<file path="src/rtl/key_count_pkg.sv">
// Shared constants for the key-driven count source feeding bcd2driver.
package key_count_pkg;
   localparam int   CNT_W_DEFAULT  = 7;
   localparam int   SYNC_STAGES    = 2;
   localparam logic KEY_RELEASED   = 1'b1;
   localparam int   DEBOUNCE_SIM   = 4;
   localparam int   DEBOUNCE_BOARD = 500000;
endpackage

</file>
<file path="src/rtl/key_debounce.sv">
// Two-flop synchronizer, stable-level debounce and press (1->0) pulse for one
// active-low pushbutton.
module key_debounce
   import key_count_pkg::*;
#(
   parameter int DEBOUNCE_CYCLES = DEBOUNCE_SIM
) (
   input  logic clock,
   input  logic reset_n,
   input  logic raw_n,
   output logic level,
   output logic press_pulse
);

   localparam int DB_W = $clog2(DEBOUNCE_CYCLES) + 1;
   localparam logic [DB_W-1:0] DB_LAST = DB_W'(DEBOUNCE_CYCLES - 1);

   logic [SYNC_STAGES-1:0] sync_q;
   logic                   s2;
   logic [DB_W-1:0]        db_cnt;

   assign s2 = sync_q[SYNC_STAGES-1];

   // The counter only advances while s2 disagrees with the accepted level, so
   // any return to the accepted level restarts the qualification window.
   always_ff @(posedge clock or negedge reset_n) begin
      if (!reset_n) begin
         sync_q      <= {SYNC_STAGES{KEY_RELEASED}};
         level       <= KEY_RELEASED;
         db_cnt      <= '0;
         press_pulse <= 1'b0;
      end else begin
         sync_q      <= {sync_q[SYNC_STAGES-2:0], raw_n};
         press_pulse <= 1'b0;
         if (s2 == level) begin
            db_cnt <= '0;
         end else if (db_cnt == DB_LAST) begin
            level       <= s2;
            db_cnt      <= '0;
            press_pulse <= (s2 != KEY_RELEASED);
         end else begin
            db_cnt <= db_cnt + DB_W'(1);
         end
      end
   end

endmodule

</file>
<file path="src/rtl/key_count_source.sv">
// Up/down/load count register driving bcd2driver, with a one-cycle changed flag.
module key_count_source
   import key_count_pkg::*;
#(
   parameter int DEBOUNCE_CYCLES = DEBOUNCE_SIM,
   parameter int CNT_W           = CNT_W_DEFAULT,
   parameter int MAX_COUNT       = 127,
   parameter int WRAP            = 0
) (
   input  logic             clock,
   input  logic             reset_n,
   input  logic             key_up_n,
   input  logic             key_down_n,
   input  logic             load,
   input  logic [CNT_W-1:0] load_val,
   output logic [CNT_W-1:0] count,
   output logic             changed
);

   localparam logic [CNT_W-1:0] MAX_C      = CNT_W'(MAX_COUNT);
   localparam bit               NEED_CLAMP = (MAX_COUNT < (2**CNT_W - 1));

   logic             up_press, down_press;
   logic             up_level_unused, down_level_unused;
   logic [CNT_W-1:0] load_clamped;
   logic [CNT_W-1:0] count_next;

   key_debounce #(.DEBOUNCE_CYCLES(DEBOUNCE_CYCLES)) u_up (
      .clock       (clock),
      .reset_n     (reset_n),
      .raw_n       (key_up_n),
      .level       (up_level_unused),
      .press_pulse (up_press)
   );

   key_debounce #(.DEBOUNCE_CYCLES(DEBOUNCE_CYCLES)) u_down (
      .clock       (clock),
      .reset_n     (reset_n),
      .raw_n       (key_down_n),
      .level       (down_level_unused),
      .press_pulse (down_press)
   );

   generate
      if (NEED_CLAMP) begin : g_clamp
         assign load_clamped = (load_val > MAX_C) ? MAX_C : load_val;
      end else begin : g_noclamp
         assign load_clamped = load_val;
      end
   endgenerate

   // Boundary tests come before the +/-1 so a MAX_COUNT below the full range
   // never wraps through the unused codes.
   always_comb begin
      count_next = count;
      if (load) begin
         count_next = load_clamped;
      end else if (up_press && down_press) begin
         count_next = count;
      end else if (up_press) begin
         if (count == MAX_C) count_next = (WRAP != 0) ? '0 : count;
         else                count_next = count + CNT_W'(1);
      end else if (down_press) begin
         if (count == '0)    count_next = (WRAP != 0) ? MAX_C : count;
         else                count_next = count - CNT_W'(1);
      end
   end

   always_ff @(posedge clock or negedge reset_n) begin
      if (!reset_n) begin
         count   <= '0;
         changed <= 1'b0;
      end else begin
         count   <= count_next;
         changed <= (count_next != count);
      end
   end

endmodule

</file>
<file path="config.mk">
export PLATFORM = sky130hd
export DESIGN_NAME = key_count_source
export DESIGN_NICKNAME = d
export VERILOG_FILES = /design/src/rtl/key_count_pkg.sv /design/src/rtl/key_debounce.sv /design/src/rtl/key_count_source.sv
export SDC_FILE = /design/constraint.sdc
export NUM_CORES = 1
export LEC_CHECK = 0
export ABC_AREA = 1
export CORE_UTILIZATION = 54
export CTS_CLUSTER_DIAMETER = 100
export DETAILED_ROUTE_END_ITERATION = 6
export PLACE_DENSITY = 0.87
export SYNTH_ARGS = -nofsm -noshare
export SYNTH_HDL_FRONTEND = slang
export SYNTH_SLANG_ARGS = --single-unit
</file>
<file path="constraint.sdc">
create_clock -name clock -period 2.2 [get_ports clock]
set_clock_uncertainty 0.2 [all_clocks]
set_input_delay 0.55 -clock clock [delete_from_list [all_inputs] [get_ports clock]]
set_output_delay 0.55 -clock clock [all_outputs]
set_load 0.005 [all_outputs]
</file>
[Word-level counts from Yosys, hierarchy flattened]
Cells that the tools add are included.
Storage, ports and cells
  input bits: 12
  word-level logic and storage cells: 42
  register bits: 22
  output and inout bits: 8
Operators by class
  bitwise operators: 4
  reductions and logical operators: 4
  add/sub/neg operators: 4
  mux-type cells: 14
  equality and inequality tests: 6
Operators by type and width (count)
  $mux 7: 6
  $mux 3: 4
  $add 7x1->7 const B: 1
  $eq 7x7->1 const B: 1
  $logic_not 7->1: 1
  $ne 7x7->1: 1
  $sub 7x1->7 const B: 1
  $add 3x1->3 const B: 2
  $eq 3x2->1 const B: 2
  $mux 1: 4
  $not 1->1: 4
  $reduce_and 2->1: 2
  $eq 1x1->1: 2
  $logic_and 1x1->1: 1

[Logic depth before layout (Yosys ltp)]
Gate-level depths: netlist of the first run.
  depth in word-level cells: 7
  depth in mapped cells: 16

[Hierarchy]
From an unflattened synthesis of the first run, not the netlist that was laid out.
Second synthesis, totals
  cells, all modules: 216
  area total of the unflattened synthesis: 1497.7 um2
By module, submodules not included
  key_count_source: seq. area each 200.2 um2, instances 1, area an instance 957.2 um2, cells an instance 162
  key_debounce: seq. area each 178.9 um2, instances 2, area an instance 270.3 um2, cells an instance 27

[Worst setup path before layout of the first run]
OpenSTA, ideal clock, no wires.
  kind: reg2reg
  start point: register count[0]
  end point: register changed
  cell stages (with the launch flop): 16
  slack: 0.390 ns
  required time: 1.881 ns
  arrival: 1.492 ns
  library setup time: 0.119 ns
  cell sequence: dfrtp_1 > ha_1 > nand2_2 > nor2_4 > nand2_2 > nand2_2 > nand3_1 > nand2_1 > inv_1 > nand2_2 > nand2_1 > nand2_1 > nand2_1 > nand2_1 > nor2_1 > nand2_1
Between the ends
  cells in the longest elaborated chain, start to end: 7
  elaborated cells between the ends (all ways): 11
  those cells by class: add/sub (2); eq/ne (2); mux (6); reduce/logical (1)
RTL lines
  start: declaration: line key_count_source.sv:16  | output logic [CNT_W-1:0] count,
  start signal: assignment: line key_count_source.sv:74  | count <= count_next;
  $sub 7x1->7 / $logic_not 7->1 (equally long branches): line key_count_source.sv:65, key_count_source.sv:64
  $mux 7: line key_count_source.sv:64  | if (count == '0) count_next = (WRAP != 0) ? MAX_C : count;
  $mux 7: line key_count_source.sv:63  | end else if (down_press) begin
  $mux 7: line key_count_source.sv:60  | end else if (up_press) begin
  $mux 7: line key_count_source.sv:58  | end else if (up_press && down_press) begin
  $mux 7: line key_count_source.sv:56  | if (load) begin
  $ne 7x7->1 (*): line key_count_source.sv:75  | changed <= (count_next != count);
  end signal: assignment: line key_count_source.sv:75
  end: declaration: line key_count_source.sv:17  | output logic changed
Every way passes the cells marked *; elsewhere a longest branch is shown, timed or not.
A chain may end at the register's enable or synchronous reset.

[Final worst setup path of the first run]
  start point: register count[1]
  end point: output port count[1]
No word-level cell between the ends.

==> results of run 1 <==
-- power by group through the flow --
stage / Clock (mW) / Sequential (mW) / Combinational, mW
after floorplan: 0 / 0.541 / 0.333
after global placement: 0 / 0.575 / 0.410
after detailed placement: 0 / 0.577 / 0.427
after CTS: 0.230 / 0.571 / 0.431
after global routing: 0.251 / 0.578 / 0.528
final: 0.220 / 0.568 / 0.464
-- path summary, 6_finish.rpt --
check | end | slack [ps] | start
min in group asynchronous | u_down.db_cnt[0] | 380 | reset_n
hold / removal | u_up.sync_q[1] | 170 | u_up.sync_q[0]
setup / recovery | count[1] | 80 | count[1]
setup reg to reg | changed | 150 | u_down.press_pulse
max in group asynchronous | u_up.sync_q[0] | 1150 | reset_n
hold reg to reg | u_up.sync_q[1] | 170 | u_up.sync_q[0]
-- state kept, by name, indices dropped and copies added, names as in the netlist --
name,cells
u_up.sync_q,2
u_up.press_pulse,1
u_down.press_pulse,1
count,7
u_down.sync_q,2
u_up.db_cnt,3
changed,1
u_down.db_cnt,3
u_up.level,1
u_down.level,1
-- through the flow --
step / power [mW] / setup slack, ps
after floorplan: 0.874 / 390
after global placement: 0.985 / -5.17
after detailed placement: 1.00 / -23.0
after CTS: 1.23 / 15.8
after global routing: 1.36 / -26.3
final: 1.25 / 76.7
-- critical path, cell delays in order (launching register included) --
cell and delay [ps]:
dfrtp_2 440, buf_4 140, clkdlybuf4s50_1 500
-- metal layers --
layer  track usage, %  part of all wire (%)  vias to the layer above
met4             8.97                   2.0                        0
met1             29.5                    45                      667
li1                 -                     -                      712
met5                0                     0                        -
met2             42.2                    47                       58
met3             6.67                   6.4                        7
-- cell type report --
type,instances,area share (%)
well taps,30,2.06
clock buffers,4,1.99
multi-input cells,151,43.8
flip-flops and latches,22,31.1
repair buffers,28,14.8
inverters,28,6.19
-- repair_timing --
action                                  CTS  global route
resized for setup                         3            10
pin swaps                                 0             2
hold buffers                              0             0
setup buffers                             0             3
endpoints found under the setup margin    3             5
-- layout by cell type (no fill, tap or decap) --
cell | netlist | final
nand4_1 | 4 | 4
ha_1 | 5 | 5
nand3_1 | 30 | 29
o21ai_1 | 1 | 1
nand2_1 | 54 | 54
clkbuf_4 | 0 | 3
inv_1 | 22 | 21
nor2_1 | 17 | 14
nand3_2 | 1 | 2
dfstp_2 | 6 | 6
dfrtp_2 | 0 | 7
nor2_8 | 1 | 1
buf_12 | 0 | 1
dfrtp_1 | 16 | 9
inv_2 | 4 | 4
nand2_2 | 9 | 9
or2_2 | 3 | 3
xor2_1 | 1 | 1
xnor2_1 | 2 | 2
o21ai_0 | 6 | 6
a21oi_1 | 2 | 2
nor3b_1 | 1 | 1
a31oi_1 | 3 | 3
nor2_4 | 3 | 3
buf_4 | 3 | 8
clkbuf_8 | 0 | 1
nor2_2 | 3 | 6
clkdlybuf4s50_1 | 0 | 19
nor3_1 | 5 | 5
inv_4 | 2 | 3
-- kinds of logic (layout without fill, tap and decap cells) --
family                     count (synthesis)  count (layout)  synth area share, %
DFF                                       22              22                 37.0
adders and majority gates                  5               5                 4.15
and+or+nand+nor                          131             131                 41.9
AOI/OAI and AO/OA                         12              12                 4.23
buffers and inverters                     34              60                 11.0
xor gates and xnor gates                   3               3                 1.74
==> summary.txt, run 1 <==
Power
  – Worst VDD drop: 0.697 mV
  – Clock share of power: 17.6%
  – Pwr dens: 688 nW/um2
  – Sw frac: 35.6%
  – Reg power frac: 45.3%
  – Pint: 807 uW
  – Net Sw Power: 445 uW
  – Leakage: 0.897 nW
  – Combinational power share: 37.1%

Floorplan
  – Die Span X: 54.9 um
  – Core Box Area: 2570 um2
  – Num rows: 18
  – Starting Density: 58.8%
  – # IOs: 20
  – Die Y-Extent: 54.9 um
  – DIE AREA: 3010 um2

GRT
  – Global-route usage over all layers: 24.8%
  – Initial antenna violation count: 0
  – First-pass GRT wire length: 5250 um
  – Grt total ovfl: 0
  – Vias in the first global route: 1263
  – Largest net degree at the start of global routing: 23

Route
  – Post-DR wirelength/cell: 12.4 um
  – Initial DRC count: 40
  – Drt first pass iters: 4
  – Routed Antenna Nets: 0
  – DRC: 0
  – Via-to-Cell Ratio: 5.49
  – Detailed-route via count: 1444
  – Total Wirelength: 3260 um

Placement
  – Routability cong.: 0.939
  – Placed insts: 256
  – Cell Area, Placed: 1730 um2
  – Port Buffers: 19
  – DP HPWL: 2380 um

Layout
  – Area delta synth->final: 20.6%
  – Fin cells: 263
  – Final Util: 70.9%
  – Ratio of cells with drive above 1 in the final layout: 24.5%
  – Storage cell area: 567 um2
  – Finished layout cell area: 1820 um2
  – Layout Nets: 251
  – Area of the multi-input gates: 797 um2
  – Ant diodes: 0
  – # fillers: 202

Setup path
  – Critical path type: reg2out
  – Setup crit end kind: output pin
  – R2R cell count: 11
  – CP required: 1450 ps
  – Crit path max fanout: 6
  – Worst Setup Start Kind: register
  – Critical Path AT: 1370 ps

Clock tree
  – H-tree depth: 1
  – Clock slew at reported path FFs: 120 ps
  – TritonCTS Buffers: 3
  – Max Root-Sink Buffers: 2
  – Root Buffer: clkbuf_4
  – Skew-Pair Late Insertion Delay: 300 ps
  – CTS tree: yes
  – CTS Sinks: 22

Yosys
  – Synth top cells by count: nand2_1 (54), nand3_1 (30), inv_1 (22), nor2_1 (17), dfrtp_1 (16)
  – Share of the synthesized area in the top cell type: 26.5%
  – Register area share after synthesis: 37.0%
  – Syn Inst Count: 207
  – Post-synth EDFFs: 0
  – Top_reg_cell synth: dfrtp_1
  – Syn. warnings: 0
  – #FFs+latches synth: 22
  – Synth area leader: dfrtp_1
  – Post-Syn Area per Cell: 7.29 um2
  – Mapped Area: 1510 um2
  – Ranking of synthesized cells by area: dfrtp_1 (27%), nand2_1 (13%), dfstp_2 (10%)
  – Async set-reset flop share out of synthesis: 100%
  – Post-synthesis cell type count: 26
  – Syn Nets: 224
  – Most common cell in the synthesized netlist: nand2_1

Worst hold path
  – Hold Crit Class: reg2reg
  – Hold Crit Depth: 0

STA
  – # setup viols final: 0
  – Setup TNS: 0 ps
  – Worst slew pin tran: 396 ps
  – Period utilization: 96.5%
  – Final hold vios: 0
  – Max_slew headroom: 73.6%
  – Max-slew violations: 0
  – Highest clock rate: 471 MHz
  – Hold slack: 167 ps
  – Tmin final: 2120 ps

Run
  – # Max-Cap Violations: 0

Outcome
  – Outcome: finished clean
(Power assumes the default switching activity.)
==> run 2, diff against run 1 <==
CTS_CLUSTER_SIZE = 8   (was not set)
SLEW_MARGIN = 20   (was not set)
==> results of run 2 <==
The final DEF is identical to that of run 1; final timing and power are the same.
==> run 3, diff against run 2 <==
HOLD_SLACK_MARGIN = 0.15   (was not set)
==> results of run 3 <==
The final DEF is identical to that of run 1; final timing and power are the same.
